<file path="src/rtl/fifo_pkg.sv">
// Pointer helpers shared by the async FIFO's write and read domains.
// Inputs and results are 32 bits wide. Zero-extend narrower pointers in and truncate results back.
package fifo_pkg;

    localparam int PTR_MAX = 32;

    function automatic logic [PTR_MAX-1:0] bin2gray(input logic [PTR_MAX-1:0] b);
        return b ^ (b >> 1);
    endfunction

    // The XOR-prefix runs from the MSB down, so zero-extended upper bits leave the result unchanged.
    function automatic logic [PTR_MAX-1:0] gray2bin(input logic [PTR_MAX-1:0] g);
        logic [PTR_MAX-1:0] b;
        b[PTR_MAX-1] = g[PTR_MAX-1];
        for (int i = PTR_MAX - 2; i >= 0; i--) begin
            b[i] = b[i+1] ^ g[i];
        end
        return b;
    endfunction

endpackage

</file>
<file path="src/rtl/wptr_full_if.sv">
// Write-side bundle between the FIFO top level and the write pointer/flag block.
// The slave is the pointer block; the master is the FIFO top level or a bench.
interface wptr_full_if #(
    parameter int ADDRSIZE = 9
);
    logic                winc;
    logic [ADDRSIZE:0]   wq2_rptr;
    logic                wovf_clr;
    logic [ADDRSIZE-1:0] waddr;
    logic [ADDRSIZE:0]   wptr;
    logic                wfull;
    logic                walmost_full;
    logic                woverflow;

    modport master (
        output winc, wq2_rptr, wovf_clr,
        input  waddr, wptr, wfull, walmost_full, woverflow
    );

    modport slave (
        input  winc, wq2_rptr, wovf_clr,
        output waddr, wptr, wfull, walmost_full, woverflow
    );
endinterface

</file>
<file path="src/rtl/wptr_full.sv">
// Write pointer (binary + Gray) with registered full/almost-full/overflow; flags update on the same edge as the write.
// A write attempted while wfull is set is dropped, and it latches the sticky woverflow flag.
module wptr_full
    import fifo_pkg::*;
#(
    parameter int ADDRSIZE  = 9,
    parameter int AF_MARGIN = 4
) (
    input  logic        wclk,
    input  logic        wrst,
    wptr_full_if.slave  bus
);
    localparam int PW    = ADDRSIZE + 1;
    localparam int DEPTH = 1 << ADDRSIZE;

    logic [PW-1:0] r_wbin;
    logic [PW-1:0] r_wptr;
    logic          r_wfull;
    logic          r_walmost_full;
    logic          r_woverflow;

    logic          w_winc_ok;
    logic [PW-1:0] w_wbinnext;
    logic [PW-1:0] w_wgraynext;
    logic [PW-1:0] w_full_ptr;
    logic [PW-1:0] w_rbin;
    logic [PW-1:0] w_wocc;

    assign w_winc_ok   = bus.winc && !r_wfull;
    assign w_wbinnext  = r_wbin + PW'(w_winc_ok);
    assign w_wgraynext = PW'(bin2gray(PTR_MAX'(w_wbinnext)));

    // In Gray code, the full pointer is the read pointer with its top two bits inverted.
    assign w_full_ptr  = {~bus.wq2_rptr[ADDRSIZE:ADDRSIZE-1], bus.wq2_rptr[ADDRSIZE-2:0]};
    assign w_rbin      = PW'(gray2bin(PTR_MAX'(bus.wq2_rptr)));
    assign w_wocc      = w_wbinnext - w_rbin;

    always_ff @(posedge wclk or posedge wrst) begin
        if (wrst) begin
            r_wbin         <= '0;
            r_wptr         <= '0;
            r_wfull        <= 1'b0;
            r_walmost_full <= 1'b0;
            r_woverflow    <= 1'b0;
        end else begin
            r_wbin         <= w_wbinnext;
            r_wptr         <= w_wgraynext;
            r_wfull        <= (w_wgraynext == w_full_ptr);
            r_walmost_full <= (w_wocc >= PW'(DEPTH - AF_MARGIN));
            if (bus.winc && r_wfull) begin
                r_woverflow <= 1'b1;
            end else if (bus.wovf_clr) begin
                r_woverflow <= 1'b0;
            end
        end
    end

    assign bus.waddr        = r_wbin[ADDRSIZE-1:0];
    assign bus.wptr         = r_wptr;
    assign bus.wfull        = r_wfull;
    assign bus.walmost_full = r_walmost_full;
    assign bus.woverflow    = r_woverflow;

endmodule

</file>
<file path="src/flat_wrapper.sv">
// flat-port wrapper written by rule: the top's interface ports become plain ports
module wptr_full_flat import fifo_pkg::*;
#(
    parameter int ADDRSIZE  = 9,
    parameter int AF_MARGIN = 4
)
  (wclk, wrst, bus_winc, bus_wq2_rptr, bus_wovf_clr, bus_waddr, bus_wptr, bus_wfull, bus_walmost_full, bus_woverflow);
  wptr_full_if #(.ADDRSIZE(ADDRSIZE)) bus_i ();
  input  logic wclk;
  input  logic wrst;
  input wire logic [$bits(bus_i.winc)-1:0] bus_winc;
  input wire logic [$bits(bus_i.wq2_rptr)-1:0] bus_wq2_rptr;
  input wire logic [$bits(bus_i.wovf_clr)-1:0] bus_wovf_clr;
  output wire logic [$bits(bus_i.waddr)-1:0] bus_waddr;
  output wire logic [$bits(bus_i.wptr)-1:0] bus_wptr;
  output wire logic [$bits(bus_i.wfull)-1:0] bus_wfull;
  output wire logic [$bits(bus_i.walmost_full)-1:0] bus_walmost_full;
  output wire logic [$bits(bus_i.woverflow)-1:0] bus_woverflow;
  assign bus_i.winc = bus_winc;
  assign bus_i.wq2_rptr = bus_wq2_rptr;
  assign bus_i.wovf_clr = bus_wovf_clr;
  assign bus_waddr = bus_i.waddr;
  assign bus_wptr = bus_i.wptr;
  assign bus_wfull = bus_i.wfull;
  assign bus_walmost_full = bus_i.walmost_full;
  assign bus_woverflow = bus_i.woverflow;
  wptr_full #(.ADDRSIZE(ADDRSIZE), .AF_MARGIN(AF_MARGIN)) u_core (.wclk(wclk), .wrst(wrst), .bus(bus_i));
endmodule
</file>
<file path="config.mk">
export PLATFORM = sky130hd
export DESIGN_NAME = wptr_full_flat
export DESIGN_NICKNAME = d
export VERILOG_FILES = /design/src/rtl/fifo_pkg.sv /design/src/rtl/wptr_full_if.sv /design/src/rtl/wptr_full.sv /design/src/flat_wrapper.sv
export SDC_FILE = /design/constraint.sdc
export NUM_CORES = 1
export LEC_CHECK = 0
export ABC_AREA = 1
export BUFFER_PORTS_ARGS = -buffer_cell sky130_fd_sc_hd__buf_2
export CAP_MARGIN = 20
export CORE_MARGIN = 10
export CORE_UTILIZATION = 30
export CTS_BUF_LIST = sky130_fd_sc_hd__clkbuf_2 sky130_fd_sc_hd__clkbuf_4 sky130_fd_sc_hd__clkbuf_8
export DETAILED_ROUTE_END_ITERATION = 10
export SLEW_MARGIN = 20
export SYNTH_ARGS = -nofsm -noshare
export SYNTH_HDL_FRONTEND = slang
export SYNTH_SLANG_ARGS = --single-unit
</file>
<file path="constraint.sdc">
create_clock -name wclk -period 5.93 [get_ports wclk]
set_input_delay 0 -clock wclk [delete_from_list [all_inputs] [get_ports wclk]]
set_output_delay 0 -clock wclk [all_outputs]
set_load 0.005 [all_outputs]
</file>
## After elaboration in Yosys (flattened, before gate mapping)

Cells that the tools add are included.
W data, S select, Z words.

- Add/sub/neg operators: 2
- Order comparisons: 1
- Equality and inequality tests: 1
- Muxes and demuxes: 2
- Bitwise gates (word level): 11
- Reduce and logical (&&, ||, !) cells: 4

Operator list:

| kind | count |
|---|---|
| $add A10 B1 Y10 | 1 |
| $eq A10 B10 Y1 | 1 |
| $ge A10 B9 Y1 const B | 1 |
| $sub A10 B10 Y10 | 1 |
| $xor A10 B9 Y10 | 1 |
| $xor A1 B1 Y1 | 9 |
| $logic_and A1 B1 Y1 | 2 |
| $mux W1 | 2 |
| $not A2 Y2 | 1 |
| $reduce_bool A2 Y1 | 1 |
| $logic_not A1 Y1 | 1 |

- Flip-flop bits (word level): 23
- Word-level logic and storage cells: 26

## Longest topological paths before layout

- Word-level depth: 11
- Gate-level depth with buffers: 26

## Worst setup path before layout

OpenSTA, ideal clock, no wires.

- Kind: reg-to-reg
- Start: reg u_core.r_wfull, in the netlist u_core.bus.wfull
- End: reg u_core.r_walmost_full, in the netlist u_core.bus.walmost_full
- Library setup time: 0.069 ns
- Data arrival time: 2.470 ns
- Required time: 5.861 ns
- Path slack: 3.392 ns
- Stages on the path, launching flop included: 17
- Buffers on the path: 0
- Period minus slack after synthesis: 2.538 ns
- Path through: dfrtp_1 nor2_1 ha_1 ha_1 nand3_2 nor2_4 nand2_4 nor2_8 nor2_2 ha_1 nand2_1 inv_1 a2111oi_0 nand4_1 nor2_1 nand4_1 nand3_1

- Word-level cells in the longest chain between the ends: 5

Ends and longest elaborated chain:

| what | RTL line | source |
|---|---|---|
| from (decl) | wptr_full.sv:18 | `logic r_wfull;` |
| from (signal assigned) | wptr_full.sv:48 | `r_wfull <= (w_wgraynext == w_full_ptr);` |
| $logic_not A1 Y1 | wptr_full.sv:29 | `assign w_winc_ok = bus.winc && !r_wfull;` |
| $logic_and A1 B1 Y1 | wptr_full.sv:29 |  |
| $add A10 B1 Y10 | wptr_full.sv:30 | `assign w_wbinnext = r_wbin + PW'(w_winc_ok);` |
| via u_core.w_wbinnext[6] | wptr_full.sv:23 | `logic [PW-1:0] w_wbinnext;` |
| $sub A10 B10 Y10 | wptr_full.sv:36 | `assign w_wocc = w_wbinnext - w_rbin;` |
| $ge A10 B9 Y1 | wptr_full.sv:49 | `r_walmost_full <= (w_wocc >= PW'(DEPTH - AF_MARGIN));` |
| to (signal assigned) | wptr_full.sv:49 |  |
| to (decl) | wptr_full.sv:19 | `logic r_walmost_full;` |

The timed path passes the listed nets, and every way through them passes these cells.
A chain may end at the register's enable or synchronous reset.

## Worst setup path in the final report

Same ends and word-level chain as after synthesis.

==> reports/qor.txt <==
Compound-cell area share of the yosys netlist - 5.52%
Port Buffers - 35
Min-delay worst type - input pin to flop
Tot Pwr - 905 uW
DP Area - 1940 um2
1st-pass router iterations - 4
Nets@finish - 278
Post-route cell area - 2040 um2
Synth Warn # - 0
I/O pins - 36
DR vias - 1,448
Skew-Pair Late Insertion Delay - 0.26 ns
Largest family of logic cells by synthesized area - simple AND/OR/NAND/NOR gates
Hold path cells - 4
Root Driver - clkbuf_8
Die Width - 94.8 um
Mux share of post-synthesis cell area - 0%
Measured slew at the worst slew-check pin - 0.833 ns
Hold slack - 0.134 ns
Flop-to-flop setup slack - 3.05 ns
Area growth from synthesis to layout - 21.8%
Reg2Reg Depth - 16
Max-cap violations - 0
Adder-Cell Fraction of Synth Area - 9.40%
Max-slew violations - 0
First-pass GRT wire length - 6670 um
Fin crit period - 2.88 ns
Commonest non-fill, non-tap cell in the layout - nand2_1
Simple-gate portion of the synthesized area - 38.6%
Post-DP HPWL - 3420 um
CTS Buffer Depth - 2
CTS Buf Count - 3
Initial Util - 30.7%
RSZ-0062 raised after global routing - false
Max_slew headroom - 44.4%
Yosys reg bits - 22
Routing usage on met1 - 11.2%
Die ar. - 8980 um2
GRT busiest layer - met2
Antenna violations before repair - 0
Die H - 94.8 um
Cell Pwr Density - 443 nW/um2
Overall routing resource usage - 9.20%
CP endpoint kind - flop
ANT cells - 0
Setup bufs post-CTS - 0
Met2 GRT Util - 15.5%
Post-route setup TNS - 0 ns
Residual DRC - 0
Number of routed nets with antenna violations - 0
Share of layout cells above drive strength 1 - 31.5%
Final Hold Vio Count - 0
Final Routed Wirelength - 3910 um
Lkg Pwr - 1.13 nW
CP Class - flop to flop
CP max-delay cell - a2111oi_0
Startpoint Class - flop
Gpl congestion - 0.774
Post-Syn Instances - 209
WP depth - 16
Core area - 5470 um2
Grt met3 use - 1.51%
Synth Cell Area - 1680 um2
Worst-path clk slew - 0.08 ns
Outcome - completed
Setup violations, final - 0
WP buf/inv - 1
CP delay by family, top - simple AND/OR/NAND/NOR gates
Number of global-route vias before repair - 1,412
Initial DRC Count - 51
Maximum clock rate - 348 MHz
Crit path DAT - 3.08 ns
Final period util - 48.5%
CP max FO - 5
Row count - 27
Worst clock skew - 0.00335 ns
Fraction of synthesized cell area in xor and xnor cells - 6.79%
Post-synth net total - 235
Vias/cell - 4.48
Wire length per cell - 12.1 um
CP most frequent cell - ha_1
TritonCTS clock tree - done
CTS HTree Levels - 1
Avg Inst Size Synth - 8.03 um2
Crit path required time - 6.13 ns
GRT Residual Overflow - 0
Max stage delay on crit path - 0.41 ns
Largest net degree at the start of global routing - 23
Maximum VDD drop - 141 uV
Crit-path cells - nor2_1 -> ha_1 -> ha_1 -> nand3_2 -> nor2_4 -> nand2_4 -> nor2_8 -> nor2_2 -> ha_1 -> nand2_1 -> inv_1 -> a2111oi_0 -> nand4_1 -> nor2_1 -> nand4_1 -> nand3_1
Clock sink total - 22
Most frequent cells in the layout - 55 x nand2_1, 35 x buf_2, 22 x inv_1, 22 x dfrtp_1, 18 x nand3_1
Seq/Total Area, Yosys - 32.8%
Synth unique cells - 33
-- report_power, final --
part	internal (mW)	leakage (nW)	switching (mW)
registers	0.211	0.272	0.0426
clock network	0.0901	0.0357	0.0500
logic	0.204	0.827	0.308
total	0.505	1.13	0.400
-- tightest hold or removal path: cells and delay by family --
family                 cells  cell delay [ns]
buffers and inverters      1             0.12
and+or+nand+nor            3             0.25
-- state kept, by name, summed over array words and instances, names as in the netlist --
name	cells
u_core.bus.woverflow	1
u_core.r_wbin	10
u_core.bus.wptr	9
u_core.bus.walmost_full	1
u_core.bus.wfull	1
-- cells in the mapped netlist, drive strengths merged --
library cell | instances | share of area, %
nand2 | 65 | 17
inv | 30 | 6.9
nand3 | 28 | 11
dfrtp | 22 | 33
ha | 11 | 8.2
nor2 | 11 | 4.2
xor2 | 10 | 5.2
a21oi | 5 | 1.5
nand4 | 5 | 2.2
o21ai | 5 | 1.7
nor3 | 3 | 1.5
or2 | 3 | 1.1
xnor2 | 3 | 1.6
nand3b | 2 | 1.6
a2111oi | 1 | 0.52
a31o | 1 | 0.52
fa | 1 | 1.2
o211ai | 1 | 0.45
o21bai | 1 | 0.45
o22ai | 1 | 0.37
-- repair_timing --
action	CTS	global route
hold buffers	3	0
resized for setup	0	0
endpoints found under the hold margin	23	0
-- cell type report --
class | instances | area [um2]
clock inverter | 1 | 30.0
timing repair buffer | 38 | 205
tap | 72 | 90.1
clock buffer | 3 | 41.3
sequential | 22 | 551
multi-input combinational | 157 | 1010
fill | 597 | 3430
inverter | 30 | 115
-- metal layers --
| metal | up-vias | part of all wire, % |
|---|---|---|
| met5 | - | 0 |
| met4 | 0 | 1.4 |
| met3 | 2 | 5.4 |
| met2 | 16 | 51 |
| met1 | 666 | 42 |
| li1 | 764 | - |
-- cells by family (layout without fill, tap and decap cells) --
kind of cell               count (synthesis)  count (layout)
DFF                                       22              22
buffers and inverters                     30              72
xor gates and xnor gates                  13              13
adders and majority gates                 12              12
and+or+nand+nor                          117             117
AOI/OAI and AO/OA                         15              15
-- through the flow --
step	std cells	setup slack (ns)	util, %
6_report	323	3.05	37.4
5_1_grt	323	2.74	37.4
3_3_place_gp	316	3.13	35.5
2_1_floorplan	209	3.39	-
3_5_place_dp	316	3.10	35.5
4_1_cts	323	3.06	37.4
-- worst paths after layout --
| check | from | endpoint |
|---|---|---|
| worst max-delay path | u_core.bus.wfull | u_core.bus.walmost_full |
| worst min-delay path | bus_wq2_rptr[7] | u_core.bus.wfull |
| worst max register to register | u_core.bus.wfull | u_core.bus.walmost_full |
| worst min register to register | u_core.r_wbin[0] | u_core.r_wbin[0] |
| max in group asynchronous | wrst | u_core.bus.wfull |
| min in group asynchronous | wrst | u_core.bus.wptr[8] |
No activity file was read; power rests on OpenSTA's default activity.
